### config.mk
export PLATFORM = sky130hd
export DESIGN_NAME = mux_nx1_reg_flat
export DESIGN_NICKNAME = d
export VERILOG_FILES = /design/src/rtl/mux_nx1_reg_if.sv /design/src/rtl/mux_nx1_reg.sv /design/src/flat_wrapper.sv
export SDC_FILE = /design/constraint.sdc
export NUM_CORES = 1
export LEC_CHECK = 0
export ABC_AREA = 1
export BUFFER_PORTS_ARGS = -buffer_cell sky130_fd_sc_hd__buf_2
export CELL_PAD_IN_SITES_DETAIL_PLACEMENT = 0
export CELL_PAD_IN_SITES_GLOBAL_PLACEMENT = 1
export CORE_AREA = 3 3 79 81
export CTS_CLUSTER_SIZE = 25
export DETAILED_ROUTE_END_ITERATION = 8
export DIE_AREA = 0 0 82 84
export GPL_ROUTABILITY_DRIVEN = 0
export PLACE_DENSITY_LB_ADDON = 0.2
export SYNTH_ARGS = -nofsm -noshare
export SYNTH_HDL_FRONTEND = slang
export SYNTH_SLANG_ARGS = --single-unit
### constraint.sdc
create_clock -name clk -period 9.5 [get_ports clk]
set_clock_uncertainty 0.1 [all_clocks]
set_input_delay 2.375 -clock clk [delete_from_list [all_inputs] [get_ports clk]]
set_output_delay 2.375 -clock clk [all_outputs]
set_load 0.05 [all_outputs]
### src/rtl/mux_nx1_reg_if.sv
// Channel-side and consumer-side signal bundle for mux_nx1_reg.
// Optional out_par exists only when MUX_PARITY_EN is defined.
interface mux_nx1_reg_if #(
   parameter int N = 8,
   parameter int W = 1
);
   localparam int SELW = $clog2(N);

   logic [N*W-1:0]  in_data;
   logic [N-1:0]    in_valid;
   logic [N-1:0]    in_ready;
   logic            mode;
   logic [SELW-1:0] sel;
   logic            sel_load;
   logic [W-1:0]    out_data;
   logic [SELW-1:0] out_ch;
   logic            out_valid;
   logic            out_ready;
`ifdef MUX_PARITY_EN
   logic            out_par;
`endif

   // The master drives the producer channels and consumer ready; the mux is the slave.
   modport master (
      output in_data, in_valid, mode, sel, sel_load, out_ready,
      input  in_ready, out_data, out_ch, out_valid
`ifdef MUX_PARITY_EN
      , input out_par
`endif
   );

   modport slave (
      input  in_data, in_valid, mode, sel, sel_load, out_ready,
      output in_ready, out_data, out_ch, out_valid
`ifdef MUX_PARITY_EN
      , output out_par
`endif
   );
endinterface

### src/rtl/mux_nx1_reg.sv
// Registered N-to-1 channel mux with valid/ready handshake, fixed-select and round-robin modes.
// Define MUX_PARITY_EN to add the registered out_par parity bit.
module mux_nx1_reg #(
   parameter int N = 8,
   parameter int W = 1
) (
   input logic           clk,
   input logic           rst,
   mux_nx1_reg_if.slave  bus
);
   localparam int              SELW    = $clog2(N);
   localparam logic [SELW:0]   NUM_CH  = (SELW+1)'(N);
   localparam logic [SELW-1:0] LAST_CH = SELW'(N-1);

   logic [SELW-1:0] sel_reg;
   logic [SELW-1:0] ptr;
   logic [W-1:0]    out_data_q;
   logic [SELW-1:0] out_ch_q;
   logic            out_valid_q;

   logic            cap;
   logic [SELW-1:0] scan_ch;
   logic            scan_ok;
   int              scan_idx;
   logic [SELW-1:0] cand;
   logic            cand_ok;
   logic [W-1:0]    cand_data;
   logic [N-1:0]    ready;

   assign cap = !out_valid_q || bus.out_ready;

   // Round-robin search starting at ptr and wrapping at N, so no index ever reaches N.
   // NOTE: every always_comb output gets a default first, otherwise a latch is inferred.
   always_comb begin
      scan_ch  = '0;
      scan_ok  = 1'b0;
      scan_idx = 0;
      for (int i = 0; i < N; i++) begin
         scan_idx = int'(ptr) + i;
         if (scan_idx >= N) scan_idx = scan_idx - N;
         if (!scan_ok && bus.in_valid[scan_idx]) begin
            scan_ok = 1'b1;
            scan_ch = scan_idx[SELW-1:0];
         end
      end
   end

   always_comb begin
      if (bus.mode) begin
         cand    = scan_ch;
         cand_ok = scan_ok;
      end else begin
         cand    = sel_reg;
         cand_ok = bus.in_valid[sel_reg];
      end
      cand_data = bus.in_data[int'(cand)*W +: W];
   end

   always_comb begin
      ready = '0;
      if (!rst && cap && cand_ok) ready[cand] = 1'b1;
   end

   assign bus.in_ready  = ready;
   assign bus.out_data  = out_data_q;
   assign bus.out_ch    = out_ch_q;
   assign bus.out_valid = out_valid_q;

`ifdef MUX_PARITY_EN
   logic out_par_q;
   assign bus.out_par = out_par_q;
`endif

   // NOTE: state registers use non-blocking assignments so every flop samples pre-edge values.
   always_ff @(posedge clk) begin
      if (rst) begin
         sel_reg     <= '0;
         ptr         <= '0;
         out_data_q  <= '0;
         out_ch_q    <= '0;
         out_valid_q <= 1'b0;
`ifdef MUX_PARITY_EN
         out_par_q   <= 1'b0;
`endif
      end else begin
         // Out-of-range channel indices are dropped so sel_reg always names a real channel.
         if (bus.sel_load && ({1'b0, bus.sel} < NUM_CH)) sel_reg <= bus.sel;
         if (cap) begin
            if (cand_ok) begin
               out_data_q  <= cand_data;
               out_ch_q    <= cand;
               out_valid_q <= 1'b1;
`ifdef MUX_PARITY_EN
               out_par_q   <= ^cand_data;
`endif
               if (bus.mode) ptr <= (cand == LAST_CH) ? '0 : cand + SELW'(1);
            end else begin
               out_valid_q <= 1'b0;
            end
         end
      end
   end
endmodule

### src/flat_wrapper.sv
// flat-port wrapper written by rule: the top's interface ports become plain ports
module mux_nx1_reg_flat 
#(
   parameter int N = 8,
   parameter int W = 1
)
  (clk, rst, bus_in_data, bus_in_valid, bus_mode, bus_sel, bus_sel_load, bus_out_ready, bus_in_ready, bus_out_data, bus_out_ch, bus_out_valid);
  mux_nx1_reg_if #(.N(N), .W(W)) bus_i ();
  input logic clk;
  input logic rst;
  input wire logic [$bits(bus_i.in_data)-1:0] bus_in_data;
  input wire logic [$bits(bus_i.in_valid)-1:0] bus_in_valid;
  input wire logic [$bits(bus_i.mode)-1:0] bus_mode;
  input wire logic [$bits(bus_i.sel)-1:0] bus_sel;
  input wire logic [$bits(bus_i.sel_load)-1:0] bus_sel_load;
  input wire logic [$bits(bus_i.out_ready)-1:0] bus_out_ready;
  output wire logic [$bits(bus_i.in_ready)-1:0] bus_in_ready;
  output wire logic [$bits(bus_i.out_data)-1:0] bus_out_data;
  output wire logic [$bits(bus_i.out_ch)-1:0] bus_out_ch;
  output wire logic [$bits(bus_i.out_valid)-1:0] bus_out_valid;
  assign bus_i.in_data = bus_in_data;
  assign bus_i.in_valid = bus_in_valid;
  assign bus_i.mode = bus_mode;
  assign bus_i.sel = bus_sel;
  assign bus_i.sel_load = bus_sel_load;
  assign bus_i.out_ready = bus_out_ready;
  assign bus_in_ready = bus_i.in_ready;
  assign bus_out_data = bus_i.out_data;
  assign bus_out_ch = bus_i.out_ch;
  assign bus_out_valid = bus_i.out_valid;
  mux_nx1_reg #(.N(N), .W(W)) u_core (.clk(clk), .rst(rst), .bus(bus_i));
endmodule
==> reports/results.ini, run 1 <==
[sta]
rsz0062_at_grt = no
setup_violations = 0
period_share = 0.7404
slew_violations = 0
period_needed_ps = 7034
final-hold-violation-count = 0
tightest_slew_ps = 548.6
fmax_mhz = 142.2
relSlewSlack = 0.6304
fin_setup_tns_ps = 0

[pwr]
irDropWorstVdd_v = 0.00009462
power_density_mw_per_mm2 = 190.3
power_leakage_nw = 0.9355
total_power_uw = 334.5

[clock_tree]
post_cts_resized = 0
clkSinkCount = 11
post-cts-setup-buffers = 0
cts_htree_levels = 1
cts_tree = done
cts.path.max_buffers = 2
cts_hold_buf = 0
cts_made_buffers = 3
clk_latency_ps = 240
cts_root_buf = clkbuf_8
clk_pin_slew_ps = 50

[drt]
wl_per_cell_um = 11.76
route.detailed.vias_per_inst = 4.473
ant_nets = 0
wl_met2_um = 1981
dr_wl_met3_um = 70
via_count = 1588
drt_first_pass_iters = 4
route.detailed.drc = 0
wl_met1_um = 2092
drt_iter0_markers = 61
topRoutingLayerUsed = met4
wl_um = 4175

[critical_path]
critical-path-slowest-cell = o21ai_0
r2r-end = u_core.ptr[1]
path_max_fanout = 10
crit_type = in -> out
r2r_setup_slack_ps = 6100
critPathLaunchType = primary input
slowest_delay_ps = 450
r2r_cells = 18
critPathTopFamily = simple AND/OR/NAND/NOR gates
endpoint_kind = output pin
cp.arrival_ps = 4560
worst-path-buf-inv = 3
critPathRequiredTime_ps = 7030
r2r_start = u_core.ptr[0]
crit_chain = buf_2, nand2_1, nand3_1, nand2_1, o21ai_0, nor2_1, nand3_1, nand3_1, nor2_2, inv_1, nor2_1, nand2_1, nor2_1, buf_2

[placed_design]
portBuffers = 36
dp.cells = 351
dp_hpwl_um = 3551

[run]
cap_violations = 0

[yosys]
synth.most_common_cell = nand2_1
yosysTopAreaCellShare = 0.1542
ys_top_cells_by_area = nand2_1, dfxtp_1, nand3_1
ys_async_sr_fraction = 0
netlist_area_mm2 = 0.001485
ys_ff_latch = 11
yosysTopAreaCell = nand2_1
synth_edf_count = 0
syn_inst = 248
synth_ff_type = dfxtp_1
syn-num-nets = 275
ys_warn_count = 0
yosysSeqAreaShare = 0.1483
ys_types = 33
synth.cells.most_frequent = nand2_1, nor2_1, nand3_1
synth_area_per_cell_um2 = 5.989

[final_layout]
antenna_cells = 0
final_layout_size_suffix_gt1_frac = 0.2756
layout.cells.non_filler = 355
nFillCells = 657
synthToLayoutAreaGrowth_pct = 18.37
num-nets-final = 311

[floorplan]
num_rows = 27
fp.dieW_um = 82
num_io_pins = 37
start_util = 0.2681
coreArea_mm2 = 0.005540
dieArea_mm2 = 0.006888
die_h_um = 84

[global_route]
grt_pass1_wl_um = 7245
antenna_found_initial = 0
grt_start_max_net_pins = 12
grt_pass1_vias = 1581
grt-ovfl-total = 0
track_usage = 0.1287

[worst_hold_path]
worstHoldStart = u_core.sel_reg[2]
hp-class = reg -> reg
min_to = u_core.sel_reg[2]
hold_depth = 2

[outcome]
status = finished, final reports clean

## worst max-delay path by stage
stage,start,to,cells after the start
2_1_floorplan,bus_in_valid[4],bus_in_ready[1],12
3_3_place_gp,bus_in_valid[6],bus_in_ready[3],14
3_5_place_dp,bus_in_valid[4],bus_in_ready[1],14
4_1_cts,bus_in_valid[4],bus_in_ready[1],14
5_1_grt,bus_in_valid[6],bus_in_ready[1],14
6_report,bus_in_valid[4],bus_in_ready[1],14
## layout by cell type (no fill, tap or decap), types with 2 or more instances in the layout
cell type	count
nand2_4	3
a21oi_1	7
nand4_1	3
dfxtp_1	11
nor2_1	36
nor2_8	2
inv_1	27
xnor2_1	2
nand3_1	32
ha_1	3
o21ai_0	12
inv_2	3
buf_2	36
nand3_2	7
clkbuf_8	3
nor2_4	2
nor3_1	2
nand2_1	61
nand2_2	14
xor2_1	3
nor2_2	2
## kinds of logic after synthesis
group / after synthesis / share of synthesized area
buf+inv: 37 / 0.1146
flops: 11 / 0.1483
simple gates: 166 / 0.5779
xor+xnor: 5 / 0.02949
fa+ha+maj: 3 / 0.02528
compound gates: 26 / 0.1045
## layer usage
layer | vias to the layer above | global-route usage
met5 | - | 0
met3 | 4 | 0.01296
li1 | 865 | -
met4 | 0 | 0.02266
met2 | 17 | 0.2101
met1 | 702 | 0.1819
## layout make-up
type / count / area (µm²) / area share
multi-input combinational: 200 / 1095 / 0.6228
sequential: 11 / 220.2 / 0.1253
timing repair buffer: 36 / 180.2 / 0.1025
inverter: 32 / 127.6 / 0.07260
tap: 72 / 90.09 / 0.05125
clock buffer: 4 / 45.04 / 0.02562
## worst register-to-register path, delay by kind of cell (launching register included)
kind	cells	cell delay [ps]
compound gates	2	220
fa+ha+maj	2	660
buf+inv	3	450
flops	1	600
simple gates	11	1280
## where the power goes
group          internal [mW]  switching, mW  total (mW)
Combinational         0.0664          0.159       0.225
Sequential            0.0528        0.00853      0.0614
Clock                 0.0295         0.0183      0.0479
## stage by stage
step | utilization | area (µm²) | setup slack [ps] | hold slack, ps
after floorplan | - | 1485 | 2683 | 353.7
after global placement | 0.3092 | 1713 | 2395 | 384.5
after detailed placement | 0.3092 | 1713 | 2457 | 382.1
after CTS | 0.3173 | 1758 | 2458 | 390.7
after global routing | 0.3173 | 1758 | 2047 | 411.1
final | 0.3173 | 1758 | 2466 | 384.7
Note: power is estimated with default switching activity, not from simulation.
==> inputs of run 2 (changes only) <==
- ABC_AREA: 1 -> 0
- CORE_AREA: 3 3 79 81 -> 3 3 84 86
- DIE_AREA: 0 0 82 84 -> 0 0 87 89
- clock period: 9.5 -> 7.2 ns (I/O delays scaled with it)
==> run 2 against run 1 <==
Effect of this change:
- combinational power increased by 120%
- total power is 93% higher
- core utilization hardly changed
- largest cell class unchanged
==> reports/results.ini, run 2 <==
[clock_tree]
clkSinkCount = 11
cts_htree_levels = 1
cts.path.max_buffers = 2
clk_latency_ps = 230
post_cts_resized = 0
cts_hold_buf = 0
clk_pin_slew_ps = 50
post-cts-setup-buffers = 0
cts_root_buf = clkbuf_8
cts_made_buffers = 3
cts_tree = done

[yosys]
synth_mux_area_frac = 0.3828
yosysSeqAreaShare = 0.1306
synth_fa_ha_area_frac = 0.02226
synth.most_common_cell = nor2_1
synth_top_family_by_area = multiplexers
yosysTopAreaCell = mux4_2
ys_async_sr_fraction = 0
netlist_area_mm2 = 0.001687
syn-num-nets = 216
synth-xor-area-share = 0.02596
ys_ff_latch = 11
yosysTopAreaCellShare = 0.2136
ys_top_cells_by_area = mux4_2, dfxtp_1, mux2i_1
ys_types = 48
syn_inst = 189
synth_edf_count = 0
synth_ff_type = dfxtp_1
synth_compound_area_frac = 0.1788
synth.cells.most_frequent = nor2_1, mux4_2, mux2i_1
synth_area_per_cell_um2 = 8.924
ys_warn_count = 0
yosys.area_share.simple = 0.2077

[critical_path]
slowest_delay_ps = 570
critPathTopFamily = simple AND/OR/NAND/NOR gates
cp.arrival_ps = 4800
crit_chain = buf_2, mux4_2, or4_4, or3_4, or3_4, a31oi_4, mux2i_4, inv_2, nand2_1, nor3_1, buf_2
endpoint_kind = output pin
worst-path-buf-inv = 3
critPathLaunchType = primary input
crit_type = in -> out
critPathRequiredTime_ps = 5300
critical-path-slowest-cell = or4_4
path_max_fanout = 10

[drt]
drt_iter0_markers = 127
drt_first_pass_iters = 4
wl_per_cell_um = 15.55
via_count = 1622
route.detailed.vias_per_inst = 5.371
route.detailed.drc = 0
wl_um = 4696
ant_nets = 0

[sta]
setup_violations = 0
holdWs_ps = 384.3
final-hold-violation-count = 0
relSlewSlack = 0.5345
period_needed_ps = 6699
rsz0062_at_grt = no
fin_setup_tns_ps = 0
period_share = 0.9304
fmax_mhz = 149.3
slew_violations = 0
tightest_slew_ps = 697.2

[global_route]
track_usage = 0.1247
grt-ovfl-total = 0
grt_pass1_wl_um = 7776
antenna_found_initial = 0
grt_pass1_vias = 1530
grt_start_max_net_pins = 16

[final_layout]
antenna_cells = 0
nFillCells = 679
synthToLayoutAreaGrowth_pct = 19.36
final_cell_mix = buf_2, nor2_1, mux4_2
final_common_cell = buf_2
layout.cells.non_filler = 302
num-nets-final = 253
final_layout_size_suffix_gt1_frac = 0.3600

[pwr]
power_leakage_nw = 0.7928
irDropWorstVdd_v = 0.0001374
power_density_mw_per_mm2 = 320.1

[placed_design]
dp.cells = 298
portBuffers = 36
dp_hpwl_um = 3767

[floorplan]
dieArea_mm2 = 0.007743
num_io_pins = 37
num_rows = 29
start_util = 0.2656
coreArea_mm2 = 0.006350
die_h_um = 89
fp.dieW_um = 87

[worst_hold_path]
hp-class = reg -> reg

[run]
cap_violations = 0

[outcome]
status = finished, final reports clean

[run 2: worst paths after layout]
path	end	cells after the start	slack, ps	start
max	bus_in_ready[5]	11	500	bus_in_valid[7]
min	u_core.bus.out_ch[1]	2	380	u_core.bus.out_ch[1]
max reg2reg	u_core.bus.out_data	11	2970	u_core.ptr[1]
min reg2reg	u_core.bus.out_ch[1]	2	380	u_core.bus.out_ch[1]
[run 2: where the power goes]
part           switching (mW)  leakage, nW  total (mW)  internal, mW
clock network          0.0213       0.0228      0.0601        0.0387
registers              0.0127       0.0906      0.0851        0.0725
logic                   0.287        0.679       0.499         0.212
[run 2: per-stage QoR]
step	util	total power, mW	worst slack (ps)	cell area, µm²
after floorplan	-	0.4735	166.0	1693
after global placement	0.3100	0.5958	531.5	1968
after detailed placement	0.3100	0.5847	509.1	1968
after CTS	0.3170	0.6484	492.1	2013
after global routing	0.3170	0.7011	310.1	2013
final	0.3170	0.6444	501.4	2013
[run 2: metal layers]
layer	track usage	part of all wire
met5	0	0
met4	0.04108	0.012
met3	0.006452	0.037
met2	0.2057	0.49
met1	0.1746	0.46
[run 2: worst min-delay path, stage by stage, from the launching register on]
cell and delay [ps]:
dfxtp_1 310, mux2i_1 60, nor2_1 70
[run 2: cell type report]
class | count | area (µm²) | area share
Multi-Input combinational cell | 158 | 1385 | 0.6880
Timing Repair Buffer | 43 | 232.7 | 0.1156
Sequential cell | 11 | 220.2 | 0.1094
Tap cell | 77 | 96.34 | 0.04786
Clock buffer | 4 | 45.04 | 0.02237
Inverter | 9 | 33.78 | 0.01678
[run 2: cell families (layout without fill, tap and decap cells)]
| kind of cell | after synthesis | count (layout) |
|---|---|---|
| AO/OA/AOI/OAI | 38 | 38 |
| XOR/XNOR | 5 | 5 |
| adder cells (fa/ha/maj) | 3 | 3 |
| buffers and inverters | 20 | 56 |
| flip-flops | 11 | 11 |
| multiplexers | 42 | 42 |
| AND/OR/NAND/NOR | 70 | 70 |
==> inputs of run 3 (changes only) <==
- CELL_PAD_IN_SITES_DETAIL_PLACEMENT: 0 -> 1
- CELL_PAD_IN_SITES_GLOBAL_PLACEMENT: 1 -> 2
==> run 3 against run 2 <==
Effect of this change:
- non-clock buffer count unchanged
- highest routed layer unchanged
- combinational power up 2%
- largest power group unchanged
- fmax increased by 0.13%
==> reports/results.ini, run 3 (synthesized netlist as in run 2, its figures left out) <==
[floorplan]
num_rows = 29
dieArea_mm2 = 0.007743
fp.dieW_um = 87
coreArea_mm2 = 0.006350
num_io_pins = 37
die_h_um = 89
start_util = 0.2656

[final_layout]
antenna_cells = 0
stdcell_area_mm2 = 0.002013
final_common_cell = buf_2
synthToLayoutAreaGrowth_pct = 19.36
num-nets-final = 253
final_layout_size_suffix_gt1_frac = 0.3600
final_cell_mix = buf_2, nor2_1, mux4_2
nFillCells = 770

[outcome]
status = finished, final reports clean

[global_route]
grt_pass1_wl_um = 8335
antenna_found_initial = 0
grt_start_max_net_pins = 16
grt-ovfl-total = 0
grt_pass1_vias = 1651
track_usage = 0.1345

[critical_path]
path_max_fanout = 10
r2r_start = u_core.ptr[1]
critPathLaunchType = primary input
r2r-end = u_core.bus.out_data
r2r_setup_slack_ps = 2930
r2r_cells = 11
cp.arrival_ps = 4790
crit_type = in -> out
critPathRequiredTime_ps = 5300
endpoint_kind = output pin

[pwr]
irDropWorstVdd_v = 0.0001639
power_leakage_nw = 0.7928
power_density_mw_per_mm2 = 324.7

[sta]
tightest_slew_ps = 666.5
fmax_mhz = 149.5
final-hold-violation-count = 0
rsz0062_at_grt = no
period_share = 0.9291
slew_violations = 0
period_needed_ps = 6690
fin_setup_tns_ps = 0
setup_violations = 0
relSlewSlack = 0.5551

[placed_design]
dp_hpwl_um = 4114
place_area_mm2 = 0.001968
portBuffers = 36

[clock_tree]
cts_made_buffers = 3
cts.path.max_buffers = 2
post_cts_resized = 0
clk_latency_ps = 230
cts_root_buf = clkbuf_8
post-cts-setup-buffers = 0
clk_pin_slew_ps = 50
clkSinkCount = 11
cts_hold_buf = 0
cts_tree = done
cts_htree_levels = 1

[worst_hold_path]
hp-class = reg -> reg
hold_depth = 2
min_to = u_core.bus.out_ch[0]
worstHoldStart = u_core.bus.out_ch[0]

[drt]
route.detailed.drc = 0
drt_first_pass_iters = 4
drt_iter0_markers = 105
wl_per_cell_um = 16.80
ant_nets = 0
via_count = 1640
wl_um = 5075
route.detailed.vias_per_inst = 5.430

[run]
cap_violations = 0

run 3: layer usage:
| metal | vias up | global-route usage | part of all wire |
|---|---|---|---|
| met1 | 806 | 0.1863 | 0.47 |
| met3 | 2 | 0.005530 | 0.025 |
| met4 | 0 | 0.02550 | 0.0047 |
| met5 | - | 0 | 0 |
| met2 | 37 | 0.2346 | 0.50 |
| li1 | 795 | - | - |
run 3: final cells by class:
type	count	area, µm²	share of cell area
inverters	9	33.78	0.01678
multi-input cells	158	1385	0.6880
well taps	77	96.34	0.04786
flip-flops and latches	11	220.2	0.1094
clock buffers	4	45.04	0.02237
repair buffers	43	232.7	0.1156
run 3: worst max-delay path by stage:
| stage | startpoint | to | depth (start not counted) |
|---|---|---|---|
| 6_report | bus_in_valid[7] | bus_in_ready[5] | 11 |
| 2_1_floorplan | bus_in_valid[7] | bus_in_ready[5] | 9 |
| 3_3_place_gp | bus_in_valid[7] | bus_in_ready[5] | 11 |
| 4_1_cts | bus_in_valid[7] | bus_in_ready[1] | 9 |
| 3_5_place_dp | bus_in_valid[7] | bus_in_ready[1] | 9 |
| 5_1_grt | bus_in_valid[7] | bus_in_ready[5] | 11 |
run 3: stage by stage:
stage          utilization  worst slack [ps]  hold slack (ps)  power (mW)  instances
2_1_floorplan            -             166.0            383.6      0.4735        189
3_3_place_gp        0.3100             528.8            375.0      0.6034        298
3_5_place_dp        0.3100             508.1            389.9      0.5963        298
4_1_cts             0.3170             503.3            404.0      0.6597        302
5_1_grt             0.3170             315.0            435.0      0.7152        302
6_report            0.3170             510.2            386.7      0.6536        302
run 3: worst max-delay path: stages:
cell and delay [ps]:
buf_2 140, mux4_2 530, or4_4 570, or3_4 360
or3_4 400, a31oi_4 230, mux2i_4 160, inv_2 90
nand2_1 60, nor3_1 140, buf_2 290
run 3: where the power goes:
part / switching (mW) / internal, mW
sequential: 0.0132 / 0.0724
combinational: 0.296 / 0.212
clock: 0.0211 / 0.0387
total: 0.330 / 0.323
